**src/rtl/hdpldadapt_avmm_rdfifo_mw.sv**
```systemverilog
`default_nettype none
// ============================================================================
//  Module   : hdpldadapt_avmm_rdfifo_mw
//  Brief    : Single-clock multi-word read FIFO for the AVMM read-return path.
//             One word written per cycle, 1..RDWORDS words popped per read,
//             RDWORDS consecutive entries presented in parallel. Exact
//             occupancy, drop-oldest or block-on-full writes, sticky
//             overflow/underflow flags.
//  Revision : 1.0  initial release
// ============================================================================
module hdpldadapt_avmm_rdfifo_mw #(
    parameter int DWIDTH  = 8,
    parameter int AWIDTH  = 6,
    parameter int RDWORDS = 8,
    localparam int c_NW   = $clog2(RDWORDS) + 1
) (
    input  logic                        clk,
    input  logic                        rst,
    input  logic                        wr_en,
    input  logic [DWIDTH-1:0]           wr_data,
    input  logic                        rd_en,
    input  logic [c_NW-1:0]             r_rd_num,
    input  logic [AWIDTH:0]             r_pempty,
    input  logic [AWIDTH:0]             r_pfull,
    input  logic                        r_stop_read,
    input  logic                        r_stop_write,
    input  logic                        sticky_clr,
    output logic [RDWORDS*DWIDTH-1:0]   rd_data,
    output logic [AWIDTH:0]             numdata,
    output logic                        empty,
    output logic                        pempty,
    output logic                        full,
    output logic                        pfull,
    output logic                        overflow,
    output logic                        underflow
);

    localparam int              c_DEPTH = 1 << AWIDTH;
    localparam int              c_CW    = AWIDTH + 1;
    localparam logic [AWIDTH:0] c_RDW   = c_CW'(RDWORDS);
    localparam logic [AWIDTH:0] c_FULL  = c_CW'(c_DEPTH);

    // ------------------------------------------------------------------
    // State
    // ------------------------------------------------------------------
    logic [DWIDTH-1:0] r_mem [c_DEPTH];
    logic [AWIDTH-1:0] r_wr_ptr;
    logic [AWIDTH-1:0] r_rd_ptr;
    logic [AWIDTH:0]   r_count;
    logic              r_ovf;
    logic              r_udf;

    // ------------------------------------------------------------------
    // Combinational control
    // ------------------------------------------------------------------
    logic [AWIDTH:0]   w_num_ext;
    logic [AWIDTH:0]   w_n;          // effective pop size
    logic              w_avail_ok;   // a full pop of w_n words is possible
    logic [AWIDTH:0]   w_k;          // words actually popped this cycle
    logic              w_pop;
    logic              w_full;
    logic              w_wr_acc;
    logic              w_drop;
    logic              w_refuse;
    logic              w_ovf_set;
    logic              w_udf_set;
    logic [AWIDTH:0]   w_count_next;

    assign w_num_ext = c_CW'(r_rd_num);

    // Clamp requested pop size to 1..RDWORDS and derive this cycle's pop size
    always_comb begin
        w_n = w_num_ext;
        if (w_num_ext == '0) begin
            w_n = c_CW'(1);
        end else if (w_num_ext > c_RDW) begin
            w_n = c_RDW;
        end

        w_avail_ok = (r_count >= w_n);

        w_k = '0;
        if (rd_en) begin
            if (w_avail_ok) begin
                w_k = w_n;
            end else if (!r_stop_read) begin
                w_k = r_count;       // short pop drains what is there
            end
        end
    end

    assign w_pop    = |w_k;
    assign w_full   = (r_count == c_FULL);

    // A pop in the same cycle frees room, so a write into a full FIFO is
    // only refused or turned into a drop when nothing is being popped.
    assign w_wr_acc = wr_en & (~w_full | ~r_stop_write | w_pop);
    assign w_drop   = wr_en &  w_full & ~w_pop & ~r_stop_write;
    assign w_refuse = wr_en &  w_full & ~w_pop &  r_stop_write;

    assign w_ovf_set = w_drop | w_refuse;
    assign w_udf_set = rd_en & ~w_avail_ok;     // short or refused pop

    assign w_count_next = r_count + c_CW'(w_wr_acc) - w_k - c_CW'(w_drop);

    // ------------------------------------------------------------------
    // Sequential logic
    // ------------------------------------------------------------------

    // Storage array: cleared on reset, written at the pre-increment wr_ptr
    always_ff @(posedge clk) begin
        if (rst) begin
            for (int i = 0; i < c_DEPTH; i++) begin
                r_mem[i] <= '0;
            end
        end else if (w_wr_acc) begin
            r_mem[r_wr_ptr] <= wr_data;
        end
    end

    // Pointers and occupancy; a drop retires the oldest entry via rd_ptr
    always_ff @(posedge clk) begin
        if (rst) begin
            r_wr_ptr <= '0;
            r_rd_ptr <= '0;
            r_count  <= '0;
        end else begin
            if (w_wr_acc) begin
                r_wr_ptr <= r_wr_ptr + AWIDTH'(1);
            end
            r_rd_ptr <= r_rd_ptr + w_k[AWIDTH-1:0] + AWIDTH'(w_drop);
            r_count  <= w_count_next;
        end
    end

    // Sticky error flags; a new event wins over a simultaneous clear
    always_ff @(posedge clk) begin
        if (rst) begin
            r_ovf <= 1'b0;
            r_udf <= 1'b0;
        end else begin
            r_ovf <= w_ovf_set | (r_ovf & ~sticky_clr);
            r_udf <= w_udf_set | (r_udf & ~sticky_clr);
        end
    end

    // ------------------------------------------------------------------
    // Outputs
    // ------------------------------------------------------------------
    genvar gi;
    generate
        for (gi = 0; gi < RDWORDS; gi++) begin : g_rd_word
            logic [AWIDTH-1:0] w_idx;
            assign w_idx = r_rd_ptr + AWIDTH'(gi);
            assign rd_data[gi*DWIDTH +: DWIDTH] = r_mem[w_idx];
        end
    endgenerate

    assign numdata   = r_count;
    assign empty     = ~w_avail_ok;
    assign pempty    = (r_count <= r_pempty);
    assign full      = w_full;
    assign pfull     = (r_count >= r_pfull);
    assign overflow  = r_ovf;
    assign underflow = r_udf;

endmodule
`default_nettype wire

```
**config.mk**
```make
export PLATFORM = sky130hd
export DESIGN_NAME = hdpldadapt_avmm_rdfifo_mw
export DESIGN_NICKNAME = d
export VERILOG_FILES = /design/src/rtl/hdpldadapt_avmm_rdfifo_mw.sv
export SDC_FILE = /design/constraint.sdc
export NUM_CORES = 2
export LEC_CHECK = 0
export CAP_MARGIN = 5
export CORE_MARGIN = 2
export CORE_UTILIZATION = 50
export CTS_CLUSTER_DIAMETER = 120
export DETAILED_ROUTE_END_ITERATION = 7
export DONT_BUFFER_PORTS = 1
export PLACE_DENSITY_LB_ADDON = 0.05
export SYNTH_ARGS = -nofsm -noshare
export SYNTH_HDL_FRONTEND = slang
export SYNTH_SLANG_ARGS = --single-unit
```
**constraint.sdc**
```tcl
create_clock -name clk -period 4.26 [get_ports clk]
set_input_delay 0.852 -clock clk [delete_from_list [all_inputs] [get_ports clk]]
set_output_delay 0.852 -clock clk [all_outputs]
set_load 0.05 [all_outputs]
```
After elaboration in Yosys (flattened, before gate mapping)
Memories as Yosys holds them, arrays and structs flattened. A register that Yosys moved wholly into a read port is not among the register bits.
Index checks and enable logic that the tools add are counted.
{"block": "word_totals", "regBits": 21, "ramBits": 512, "memories": 1, "out_inout_bits": 77, "input_bits": 33}
{"memory": "r_mem", "words": 64, "word_bits": 8, "rd": 8, "rd_clocked_by_memory_dff": 1, "write_ports": 64, "line_no": "46", "text": "logic [DWIDTH-1:0] r_mem [c_DEPTH];"}
{"block": "classes", "magnitude_cmp": 4, "n_reduce_logical": 3, "muxes": 14, "bitwise_logic": 18, "add_sub_neg": 13, "n_eq_ne": 1}
{"op": "$add A6 B3 Y6 const B", "count": 4}
{"op": "$mux W7", "count": 3}
{"op": "$ge A7 B7 Y1", "count": 2}
{"op": "$add A6 B1 Y6 const B", "count": 2}
{"op": "$add A6 B2 Y6 const B", "count": 2}
{"op": "$mux W6", "count": 2}
{"op": "$and A1 B1 Y1", "count": 8}
{"op": "$mux W4", "count": 2}
{"op": "$mux W8", "count": 1}
{"op": "$reduce_or A8 Y1", "count": 1}
{"op": "$add A7 B1 Y7", "count": 1}
{"op": "$eq A7 B7 Y1 const B", "count": 1}
{"op": "$le A7 B7 Y1", "count": 1}
{"op": "$logic_not A7 Y1", "count": 1}
{"op": "$reduce_or A7 Y1", "count": 1}
{"op": "$sub A7 B1 Y7", "count": 1}
{"op": "$sub A7 B7 Y7", "count": 1}
{"op": "$add A6 B1 Y6", "count": 1}
{"op": "$add A6 B6 Y6", "count": 1}
{"op": "$mux W1", "count": 6}
{"op": "$not A1 Y1", "count": 5}
{"op": "$or A1 B1 Y1", "count": 5}
{"op": "$gt A4 B4 Y1 const B", "count": 1}

Depth between registers and ports, before layout
{"block": "logic_depth", "depth_word": 14, "ltp_mapped": 21, "ltp_nobuf": 21}

Least setup slack after synthesis
No wires, ideal clock.
{"block": "synth_timing", "path_type": "input to register", "start": "input port r_rd_num[2]", "end": "register r_count[5], in the netlist numdata[5]", "path_buffers": 0, "required_time_ns": 4.132, "arrival_time_ns": 5.126, "path_stages": 21, "slack_ns": -0.993, "cell_sequence": "nor2_1 -> nor2_1 -> nor2_1 -> ha_1 -> nand2b_1 -> a21o_1 -> a21o_1 -> a21oi_1 -> nor3_1 -> o21ai_0 -> fa_1 -> inv_1 -> fa_1 -> inv_1 -> ha_1 -> fa_1 -> a21oi_1 -> nor2_1 -> nor2_1 -> xor2_1 -> nor2_1"}
{"block": "synth_via", "elab_chain_len": 12}
{"element": "start, declared", "line_no": "22", "text": "input logic [c_NW-1:0] r_rd_num,"}
{"element": "$gt A4 B4 Y1", "line_no": "76", "text": "end else if (w_num_ext > c_RDW) begin"}
{"element": "$mux W4", "line_no": "76"}
{"element": "$mux W4 *", "line_no": "74", "text": "if (w_num_ext == '0) begin"}
{"element": "$ge A7 B7 Y1", "line_no": "80", "text": "w_avail_ok = (r_count >= w_n);"}
{"element": "$mux W7 *", "line_no": "84", "text": "if (w_avail_ok) begin"}
{"element": "$mux W7 *", "line_no": "83", "text": "if (rd_en) begin"}
{"element": "$reduce_or A7 Y1", "line_no": "92", "text": "assign w_pop = |w_k;"}
{"element": "$or A1 B1 Y1", "line_no": "97", "text": "assign w_wr_acc = wr_en & (~w_full | ~r_stop_write | w_pop);"}
{"element": "$and A1 B1 Y1", "line_no": "97"}
{"element": "$add A7 B1 Y7", "line_no": "104", "text": "assign w_count_next = r_count + c_CW'(w_wr_acc) - w_k - c_CW'(w_drop);"}
{"element": "$sub A7 B7 Y7", "line_no": "104"}
{"element": "$sub A7 B1 Y7 *", "line_no": "104"}
{"element": "end signal, assigned", "line_no": "132", "text": "r_count <= w_count_next;"}
{"element": "end, declared", "line_no": "49", "text": "logic [AWIDTH:0] r_count;"}
Mark *: on every way between the ends. The rest lies on a longest branch, timed or not.
A chain may end at the register's enable or synchronous reset.

Worst setup path in the final report
{"block": "layout_timing", "start": "register r_rd_ptr[0]", "end": "output port rd_data[57]"}
{"block": "layout_via", "elab_chain_len": 2}
{"element": "start, declared", "line_no": "48", "text": "logic [AWIDTH-1:0] r_rd_ptr;"}
{"element": "start signal, assigned", "line_no": "131", "text": "r_rd_ptr <= r_rd_ptr + w_k[AWIDTH-1:0] + AWIDTH'(w_drop);"}
{"element": "$add A6 B3 Y6", "line_no": "154", "text": "assign w_idx = r_rd_ptr + AWIDTH'(gi);"}
{"element": "$mem_v2 Z64 W8"}
{"element": "end, declared", "line_no": "28", "text": "output logic [RDWORDS*DWIDTH-1:0] rd_data,"}
Every way passes these cells.

==> summary.md <==
| Metric | Value |
|---|---|
| Unrepaired setup endpoints after global routing | true |
| Final clock period utilization by the worst path | 110% |
| Die Height | approximately 290 um |
| Post-synthesis sequential area ratio | around two fifths |
| Combinational share of power | between 60% and 70% |
| Top cells by area, synth | mux4_2 42%, edfxtp_1 38%, nor2_1 5.1% |
| Grt total ovfl | 0 |
| Crit path max-delay family | multiplexers |
| Clock Skew | approximately 0.021 ns |
| FF-to-FF path depth | 15 |
| Row count | around 100 |
| Final setup fails | between 60 and 70 |
| Worst-path clk slew | ~0.06 ns |
| DRT Wirelength | 211000 um |
| Root Buffer | clkbuf_16 |
| Status | complete, but fails checks |
| Worst Setup SP | r_rd_ptr[0] |
| Sw Share | 45.9% |
| Seq pwr share | between 10% and 20% |
| Final Power | ~40 mW |
| Share of layout cells above drive strength 1 | ~50% |
| Simple-gate share of the synthesized area | under 10% |
| Post-synthesis compound-gate area fraction | 4.05% |
| Synth Register Bits | between 500 and 600 |
| Port buffer count | 0 |
| Syn Inst Count | 2805 |
| Crit. path cell count | 12 |
| Critical Path Source Type | register |
| Largest net degree at the start of global routing | approximately 90 |
| Slew HR | roughly 15% |
| Adder-Cell Fraction of Synth Area | ~1.6% |
| Fmax | around 210 MHz |
| Worst-Skew Late Latency | about 0.65 ns |
| CP max-delay cell | mux4_2 |
| Min-delay src | rst |
| Starting DRT DRC Count | 7011 |
| CTS Hold Bufs | 0 |
| Synth-to-layout area growth | 25.1% |
| Yosys warnings | 0 |
| GRT Total Usage | ~50% |
| Psw | roughly 18 mW |
| Hold Fails Final Rpt | 0 |
| Cts bufs inserted | between 60 and 70 |
| Pre-CTS setup slack | -0.0524 ns |
| First-pass GRT wire length | ~270000 um |
| Vias in the first global route | approximately 32000 |
| WP buf/inv | 7 |
| CP max FO | 13 |
| H-Tree Depth | 3 |
| Netlist cell types | a little under 50 |
| Multiplexer share of the synthesized area | between 40% and 50% |
| DRT Pass-1 Iters | 8 |
| Max stage delay on crit path | between 0.5 and 0.6 ns |
| Die Width | between 200 and 300 um |
| Final instance area | between 50000 and 60000 sq um |
| Placed Area | between 40000 and 50000 sq um |
| Pwr/cell area | slightly below 800 nW/um^2 |
| Final worst path period need | roughly 4.7 ns |
| Static Leak | about 17 nW |
| Fin. max-slew vios | 0 |
| Non-filler cells, final | between 4000 and 5000 |
| Power share of the clock group | 15.1% |
| Final core area utilization | around 63% |
| Footprint of the multi-input gates | roughly 25000 sq um |
| Initial core utilization | 50.6% |
| Worst EP arrival | around 3.8 ns |
| Core footprint | between 80000 and 90000 sq um |
| Largest family of logic cells by synthesized area | multiplexers |
| DIE AREA | 83900 sq um |
| Most frequent CP cell | buf_12 |
| Setup TNS | -13.41 ns |
| Hold path cells | 1 |
| Placed cell count | roughly 3800 |
| Maximum clock insertion buffer count | 3 |
| R2R Setup Slk | between 0.5 and 0.6 ns |
| Critical path class | reg -> out |
| Worst vdd rail ir drop | just under 0.0007 V |
| Register area | 15800 sq um |
| Syn avg cell area | between 10 and 15 sq um |
| Clock sink count | 533 |
| Nets | ~3100 |
| CTS tree | yes |
| Setup WS post-layout | -0.408 ns |
| Critical-path cell list | clkinvlp_4 -> ha_4 -> buf_12 -> buf_12 -> buf_4 -> clkbuf_16 -> mux4_2 -> mux4_2 -> mux2i_4 -> buf_4 -> o21ai_2 -> buf_12 |
| Yosys top cell area share | between 40% and 50% |
| Reg2reg start | numdata[3] |
| Hold WC Path Type | in -> reg |
| Crit end category | output port |
| Most frequent cells in the layout | 752 x mux4_2, 547 x nor2_1, 512 x edfxtp_1, 207 x buf_4, 106 x nand2_1 |
| Num ports | between 100 and 150 |
| FILL cells | around 5900 |
| Remaining antenna violation count after routing | 0 |
| Detailed-route vias per instance | ~8.3 |
| Cell area after synthesis | between 40000 and 50000 sq um |
| Hold Crit Endpoint | numdata[1] |
| Synth area leader | mux4_2 |
| HPWL after DPL | 135000 um |
| Initial antenna violation count | 16 |
| Final hold slack | approximately 0.28 ns |
| GPL Wtd Cong | approximately 1.1 |
| Internal Power | ~22 mW |
| Commonest non-fill, non-tap cell in the layout | mux4_2 |
| CP required | roughly 3.4 ns |
| Max Cap Viol | 0 |
| Routed len/inst | 50.4 um |
| # DRC | 27 |
| Worst Tran Pin Value | around 1.3 ns |
| Synth Area in XOR/XNOR | less than 1% |
| Vias | around 35000 |
| RR Endpoint | numdata[6] |
| Violated checks | design-rule violations, negative setup slack |
==> worst max path at each step <==
stage	end	slack (ns)
after CTS	rd_data[12]	-0.29
after global placement	rd_data[43]	-0.02
after floorplan	numdata[5]	-0.10
after detailed placement	rd_data[43]	-0.05
final	rd_data[57]	-0.41
after global routing	rd_data[44]	-0.39
==> timing repair <==
item                                    4_1_cts  5_1_grt
setup buffers                                94       70
gates resized for setup                     263      132
gates cloned                                 45       20
pin swaps                                    34       57
endpoints found under the setup margin       64       64
==> power by group through the flow <==
stage / sequential (mW) / clock [mW] / combinational (mW)
6_report: 6.37 / 6.04 / 27.7
5_1_grt: 6.38 / 6.19 / 27.5
4_1_cts: 6.34 / 6.00 / 25.3
3_5_place_dp: 6.45 / 0 / 21.7
3_3_place_gp: 6.42 / 0 / 21.6
2_1_floorplan: 6.37 / 0 / 12.9
==> flip-flops by register name, indices dropped and copies added, names as in the netlist <==
register and flops:
r_mem 512, numdata 7, r_rd_ptr 6, r_wr_ptr 6, overflow 1, underflow 1
==> cells in the mapped netlist, drive strengths merged <==
master / number
mux2i: 33
inv: 40
o22ai: 9
nand4: 3
mux2: 24
fa: 5
a41o: 1
a21boi: 4
or3: 10
ha: 45
o21bai: 5
a21o: 52
o21ai: 38
nand4b: 1
a31o: 14
o221ai: 8
or2: 2
nand3b: 3
xnor2: 28
nor2b: 7
mux4: 752
nand2: 157
buf: 145
a21oi: 16
nor2: 555
a22oi: 72
or4: 1
clkbuf: 127
a211oi: 8
dfxtp: 21
o21a: 2
xor2: 17
nand3: 8
nor3b: 9
nand2b: 15
a31oi: 8
nor3: 19
and2: 20
and3b: 2
edfxtp: 512
and3: 3
conb: 1
nor4: 3
==> logic make-up (layout without fill, tap and decap cells) <==
group,count (synthesis),in the layout
compound gates,237,237
xor+xnor,45,45
fa+ha+maj,50,50
buf+inv,312,621
flops,533,533
mux,809,809
other cells,1,16
simple gates,818,818
==> per-layer routing <==
metal / vias up / share of wire [%] / track usage [%] / routed length [um]
met2: 3967 / 41 / 69.2 / 87100
met3: 1097 / 18 / 28.5 / 38500
met1: 17400 / 30 / 57.4 / 64100
li1: 12100 / - / - / -
met5: - / 0.21 / 1.14 / 433
met4: 18 / 9.9 / 36.6 / 21000
==> final cells by class <==
cell class	instances	area share (%)
flip-flops and latches	533	31.0
inverters	40	0.302
multi-input cells	1962	48.7
clock inverters	45	1.14
diodes	13	0.0637
well taps	1060	2.60
repair buffers	462	12.9
clock buffers	74	3.30
Note: power is estimated with default switching activity, not from simulation.
